<file path="config.mk">
export PLATFORM = sky130hd
export DESIGN_NAME = wb_stage
export DESIGN_NICKNAME = d
export VERILOG_FILES = /design/src/rtl/wb_stage.sv
export SDC_FILE = /design/constraint.sdc
export NUM_CORES = 1
export LEC_CHECK = 0
export BUFFER_PORTS_ARGS = -buffer_cell sky130_fd_sc_hd__buf_2
export CAP_MARGIN = 20
export CORE_ASPECT_RATIO = 1.25
export CORE_UTILIZATION = 51
export DETAILED_ROUTE_END_ITERATION = 6
export PLACE_DENSITY = 0.77
export SLEW_MARGIN = 25
export SYNTH_ARGS = -nofsm -noshare
export SYNTH_HDL_FRONTEND = slang
export SYNTH_SLANG_ARGS = --single-unit
</file>
<file path="constraint.sdc">
create_clock -name clk_i -period 2.4 [get_ports clk_i]
set_clock_uncertainty 0.2 [all_clocks]
set_input_delay 0.12 -clock clk_i [delete_from_list [all_inputs] [get_ports clk_i]]
set_output_delay 0.12 -clock clk_i [all_outputs]
set_load 0.02 [all_outputs]
</file>
<file path="src/rtl/wb_stage.sv">
// wb_stage: writeback stage merging load results and a FIFO of ALU results onto the register file write port
module wb_stage #(
  parameter int FIFO_DEPTH = 4,
  localparam int PW = $clog2(FIFO_DEPTH),
  localparam int CW = PW + 1
) (
  input  logic          clk_i,
  input  logic          rst_i,
  input  logic          alu_valid_i,
  input  logic [4:0]    alu_rd_i,
  input  logic [31:0]   alu_data_i,
  output logic          alu_ready_o,
  input  logic          mem_valid_i,
  input  logic [4:0]    mem_rd_i,
  input  logic [31:0]   mem_data_i,
  output logic [5:0]    writenum_o,
  output logic [31:0]   writedata_o,
  output logic [31:0]   pending_o,
  output logic [CW-1:0] fifo_count_o
);
  logic [4:0]    rd_q [FIFO_DEPTH];
  logic [31:0]   data_q [FIFO_DEPTH];
  logic [PW-1:0] wr_ptr_q, wr_ptr_d, rd_ptr_q, rd_ptr_d;
  logic [CW-1:0] count_q, count_d;
  logic [5:0]    writenum_q, writenum_d;
  logic [31:0]   writedata_q, writedata_d;
  logic          push, pop, nonempty;

  assign alu_ready_o  = count_q != CW'(FIFO_DEPTH);
  assign nonempty     = count_q != '0;
  assign push         = alu_valid_i && alu_ready_o;
  assign pop          = !mem_valid_i && nonempty;
  assign writenum_o   = writenum_q;
  assign writedata_o  = writedata_q;
  assign fifo_count_o = count_q;

  // Next state: loads win the write port; pop only sees entries present before this edge
  always_comb begin
    wr_ptr_d    = push ? wr_ptr_q + 1'b1 : wr_ptr_q;
    rd_ptr_d    = pop ? rd_ptr_q + 1'b1 : rd_ptr_q;
    count_d     = count_q + CW'(push) - CW'(pop);
    writenum_d  = mem_valid_i ? {1'b1, mem_rd_i} : nonempty ? {1'b1, rd_q[rd_ptr_q]} : 6'b0;
    writedata_d = mem_valid_i ? mem_data_i : nonempty ? data_q[rd_ptr_q] : writedata_q;
  end

  // Pending mask: one bit per destination of every entry still queued
  always_comb begin
    pending_o = '0;
    for (int i = 0; i < FIFO_DEPTH; i++)
      if (CW'(i) < count_q) pending_o[rd_q[rd_ptr_q + PW'(i)]] = 1'b1;
  end

  // Control and output registers; reset drops every queued result
  always_ff @(posedge clk_i or posedge rst_i) begin
    if (rst_i) begin
      wr_ptr_q    <= '0;
      rd_ptr_q    <= '0;
      count_q     <= '0;
      writenum_q  <= '0;
      writedata_q <= '0;
    end else begin
      wr_ptr_q    <= wr_ptr_d;
      rd_ptr_q    <= rd_ptr_d;
      count_q     <= count_d;
      writenum_q  <= writenum_d;
      writedata_q <= writedata_d;
    end
  end

  // Entry storage, written at the tail on accept; contents are don't-care until occupied
  always_ff @(posedge clk_i) begin
    if (push) begin
      rd_q[wr_ptr_q]   <= alu_rd_i;
      data_q[wr_ptr_q] <= alu_data_i;
    end
  end
endmodule

</file>
# Word level (Yosys, flattened, before mapping)

Memories as Yosys holds them, arrays and structs flattened.
Cells that the tools add are included.

Memories: 2
Output and inout port bits: 74
Bits in latches: 0
Bits in read-only memories: 0
Memory bits (writable): 148
Bits in registers: 45
Logic and storage cells: 56

Shift operators: 0
Eq/ne operators: 1
Multiply operators: 0
Add/sub/neg operators: 6
Muxes and demuxes: 18
Reduce and logical (&&, ||, !) cells: 9
Bitwise logic cells: 3
$lt $le $gt $ge: 12
Divide/modulo/power cells: 0

Memories:

| memory | words | bits a word | rd ports | clocked after Yosys merged registers in | write ports | RTL line | text |
|---|---|---|---|---|---|---|---|
| data_q | 4     | 32          | 1        | 0                                       | 1           | 22       | `logic [31:0] data_q [FIFO_DEPTH];` |
| rd_q   | 4     | 5           | 4        | 0                                       | 1           | 21       | `logic [4:0] rd_q [FIFO_DEPTH];` |

Operator list:

| operator              | number |
|---|---|
| $mux W32              | 6 |
| $or A32 B32 Y32       | 3 |
| $lt A5 B6 Y1 const B  | 4 |
| $demux W1 S5          | 4 |
| $ge A5 B1 Y1 const B  | 4 |
| $mux W6               | 2 |
| $logic_and A1 B1 Y1   | 6 |
| $lt A1 B3 Y1 const A  | 2 |
| $lt A2 B3 Y1 const A  | 2 |
| $mux W1               | 6 |
| $add A2 B1 Y2 const B | 2 |
| $add A2 B2 Y2 const B | 2 |
| $add A3 B1 Y3         | 1 |
| $ne A3 B3 Y1 const B  | 1 |
| $reduce_bool A3 Y1    | 1 |
| $sub A3 B1 Y3         | 1 |
| $reduce_bool A2 Y1    | 1 |
| $logic_not A1 Y1      | 1 |

# Longest topological paths before layout

An unclocked memory read counts as a cell.

Depth in word-level cells: 12
Gate-level depth with buffers: 9

# Worst setup path before layout

Ideal clock, no wire load.

Path type: register to register
From: reg count_q[2] (netlist: fifo_count_o[2])
To: mem data_q[0][0], enable pin
Stages on the path, launching flop included: 4
Period minus slack after synthesis: 2459 ps
Arrival time: 1861 ps
Required time: 1802 ps
Setup time: 398 ps
Slack: -59 ps
Path buffers: 1
Path through: dfrtp_1 -> clkbuf_1 -> nand2_1 -> and3_1

Cells in the longest elaborated chain, start to end: 4

RTL lines:

| what                          | RTL line | text |
|---|---|---|
| start, declared               | 24       | `logic [CW-1:0] count_q, count_d;` |
| start signal, assigned        | 64       | `count_q <= count_d;` |
| $ne A3 B3 Y1                  | 29       | `assign alu_ready_o = count_q != CW'(FIFO_DEPTH);` |
| net alu_ready_o               | 12       | `output logic alu_ready_o,` |
| $logic_and A1 B1 Y1           | 31       | `assign push = alu_valid_i && alu_ready_o;` |
| $mux W1                       | 72       | `if (push) begin` |
| $mux W1 (implied by the code) | 74       | `data_q[wr_ptr_q] <= alu_data_i;` |
| end, declared                 | 22       |  |

The timed path passes the listed nets, and every way through them passes these cells.

# Final worst setup path

From: reg rd_ptr_q[0]
To: out pending_o[12]

Cells in the longest elaborated chain, start to end: 12

RTL lines:

| what                                                                 | RTL line | text |
|---|---|---|
| start, declared                                                      | 23       | `logic [PW-1:0] wr_ptr_q, wr_ptr_d, rd_ptr_q, rd_ptr_d;` |
| start signal, assigned                                               | 63       | `rd_ptr_q <= rd_ptr_d;` |
| $add A2 B1 Y2 or $mem_v2 Z4 W5 (tied branches)                       | n/a      |  |
| $mem_v2 Z4 W5 *                                                      | n/a      |  |
| $lt A5 B6 Y1 (implied by the code) (tied with other cells)           | 50       | `if (CW'(i) < count_q) pending_o[rd_q[rd_ptr_q + PW'(i)]] = 1'b1;` |
| $logic_and A1 B1 Y1 (implied by the code) or $mux W1 (tied branches) | 50       |  |
| $mux W1 (implied by the code) or $demux W1 S5 (tied branches)        | 50       |  |
| $demux W1 S5 or $mux W32 (tied branches)                             | 50       |  |
| $or A32 B32 Y32 (no source line)                                     | n/a      |  |
| $mux W32                                                             | 50       |  |
| $or A32 B32 Y32 (no source line)                                     | n/a      |  |
| $mux W32                                                             | 50       |  |
| $or A32 B32 Y32 (no source line)                                     | n/a      |  |
| $mux W32 *                                                           | 50       |  |
| end, declared                                                        | 18       | `output logic [31:0] pending_o,` |

Mark *: on every way between the ends. The rest lies on a longest branch, timed or not.

==> out/results.ini <==
[global_routing]
grt_pass1_wl_mm = 36.4
antenna_found_initial = 0
grt_max_degree = 34
grt.total_usage_pct = 27.9
gr-total-overflow = 0
grt_pass1_vias = 6502

[cells_and_area]
drive_gt1_share_pct = 43.0
stdcell_count = 1066
register_area_um2 = 5580
nets = 920
multi_input_area_um2 = 3170
area_delta_synth_final_pct = 36.2
diodes = 0
fillers = 1065
final_cell_mix = edfxtp_1, buf_2, buf_4
final_common_cell = edfxtp_1

[drt]
viasPerCell = 5.79
ant_nets = 0
num_vias = 6177
routed_wl_mm = 23.6
wire_per_inst_um = 22.1
drtPass1Iterations = 5
drt_iter0_markers = 463
route.detailed.drc = 0

[timing]
worst-slew-pin-transition_ns = 0.505
fmax_mhz = 330
slew_viol_final = 0
whs_ns = 0.0244
slew-limit-headroom_pct = 66.4
fin_ws_ns = -0.632
fin_crit_ns = 3.03
finalHoldViolations = 0
setup_viol = 32
finalCritPeriodShare_pct = 126
rsz0062_at_grt = yes

[pwr]
vdd_drop_max_v = 0.000659
power_leakage_uw = 0.00462
powerDensity_nw_per_um2 = 1330

[placement]
place_congestion = 0.970
post-place-cells = 950
dpl.hpwl_mm = 15.8
port_buffers = 151

[worst_setup_path]
crit_buf_inv = 3
crit_arrival_ns = 2.71
crit_family = multiplexers
crit_fanout = 6
startpoint_type = flop
r2r_cells = 9
critPathCaptureType = primary output
cp_slowest_cell = mux4_2
worstPathCellList = buf_4 > mux4_2 > buf_4 > nand3b_1 > o22ai_1 > a221o_1 > buf_4
critical_path.max_stage_delay_ns = 0.57
cp_common_cell = buf_4
cp.required_ns = 2.08
crit_type = reg2out
cp.depth = 7

[floorplanning]
rows = 53
die_width_um = 119
io_pins = 152
coreArea_um2 = 16800
die-area_um2 = 17700
die_h_um = 148
start_util_pct = 52.1

[clock_network]
cts_tree = yes
cts_made_buffers = 17
cts_max_path_buffers = 2
cts.sinks = 193
h-tree-depth = 4
clk_pin_slew_ns = 0.08
cts_root_buffer = clkbuf_16
clock_latency_ns = 0.43

[logic_synthesis]
synthMuxAreaShare_pct = 17.5
netlist_area_um2 = 8740
synth_top_family_by_area = multiplexers
yosysWarnings = 0
ys_ff_latch = 193
synth.area.top_cells = edfxtp_1, dfrtp_1, mux4_2, mux2i_1, a221o_1
synth-xor-area-share_pct = 0.401
synth-simple-area-share_pct = 6.24
yosysTopAreaCellShare_pct = 50.9
synthAdderAreaFrac_pct = 1.37
avgSynthCellArea_um2 = 16.1
yosysTopAreaCell = edfxtp_1
synth-compound-area-share_pct = 8.35
yosysSeqAreaShare_pct = 63.8
synthDistinctLibCells = 40
syn_nets = 629
syn_inst = 542

[worst_hold_path]
hold_path.class = in2async

[run]
cap_violations = 0

[status]
violations = setup timing
outcome = finished, violations left

-- per-layer routing --
| metal | up-vias | GRT usage, % | share of wire [%] |
|---|---|---|---|
| li1 | 2780 | - | - |
| met1 | 3077 | 31.7 | 37 |
| met2 | 271 | 51.7 | 55 |
| met3 | 49 | 4.95 | 5.3 |
| met4 | 0 | 11.3 | 2.9 |
| met5 | - | 0 | 0 |
-- registers in the layout, summed over array words and instances, names as in the netlist --
register and flops:
rd_ptr_q 2, fifo_count_o 3, writenum_o 6, rd_q 20, writedata_o 32, wr_ptr_q 2
data_q 128
-- synthesized netlist by cell type --
master and n:
a21oi_1 1, a221o_1 32, a22o_1 5, and2_0 2
and2_1 2, and3_1 4, buf_1 4, buf_2 7
buf_4 6, buf_6 1, clkbuf_1 16, dfrtp_1 45
edfxtp_1 148, fa_1 1, ha_1 8, inv_1 10
mux2_2 2, mux2i_1 36, mux4_1 6, mux4_2 44
nand2_1 37, nand2b_1 6, nand3_1 3, nand3b_1 6
nand3b_2 2, nand4bb_1 1, nor2_1 18, nor2b_1 3
nor3b_1 2, nor4_1 1, o21ai_0 32, o22ai_1 32
or2_2 3, or3_1 3, or3b_1 2, or3b_2 4
or4_1 1, or4b_1 2, xnor2_1 3, xor2_1 1
-- stage by stage --
| stage | setup WS [ns] | utilization (%) | setup TNS, ns | power, µW | instance area, µm² |
|---|---|---|---|---|---|
| 2_1_floorplan | 0.0154 | - | 0 | 9420 | 8740 |
| 3_3_place_gp | -0.402 | 60.6 | -7.47 | 11900 | 10200 |
| 3_5_place_dp | -0.383 | 60.6 | -7.70 | 12100 | 10200 |
| 4_1_cts | -0.603 | 70.7 | -17.83 | 15700 | 11900 |
| 5_1_grt | -0.668 | 70.9 | -19.90 | 16600 | 11900 |
| 6_report | -0.632 | 70.9 | -17.65 | 15800 | 11900 |
-- cell families (layout without fill, tap and decap cells) --
logic type	count (synthesis)	in the layout
AOI/OAI and AO/OA	102	102
xor gates and xnor gates	4	4
adders and majority gates	9	9
buffers and inverters	44	348
DFF	193	193
muxes	88	88
and+or+nand+nor	102	102
-- final timing paths --
| check | slack, ns | to | startpoint |
|---|---|---|---|
| max | -0.63 | pending_o[12] | rd_ptr_q[0] |
| min | 0.02 | writenum_o[1] | rst_i |
| max reg2reg | 0.20 | fifo_count_o[2] | fifo_count_o[2] |
| min reg2reg | 0.28 | writedata_o[2] | writedata_o[2] |
| max in group asynchronous | 1.13 | rd_ptr_q[0] | rst_i |
| min in group clk_i | 0.06 | rd_ptr_q[1] | mem_valid_i |
-- cell type report --
class | count | share of cell area (%)
timing repair buffer | 306 | 18.6
multi-input combinational | 305 | 26.7
tap | 220 | 2.31
inverter | 10 | 0.315
clock inverter | 15 | 1.69
clock buffer | 17 | 3.57
sequential | 193 | 46.9
-- tightest hold or removal path, delay by kind of cell --
kind	cells	cell delay, ns
buffers and inverters	3	0.96
-- report_power, final --
part           internal, µW  switching, µW  leakage [µW]
clock network          1520           1410      0.000301
logic                  3520           4450       0.00244
registers              4550            396       0.00188
-- what timing repair did --
| item | 4_1_cts | 5_1_grt |
|---|---|---|
| hold buffers | 76 | 0 |
| endpoints found under the hold margin | 231 | 0 |
| buffers inserted | 11 | 0 |
| setup endpoints to repair | 32 | 32 |
| gates resized for setup | 69 | 14 |
| pin swaps | 11 | 4 |
Power figures use the tool's default switching activity.
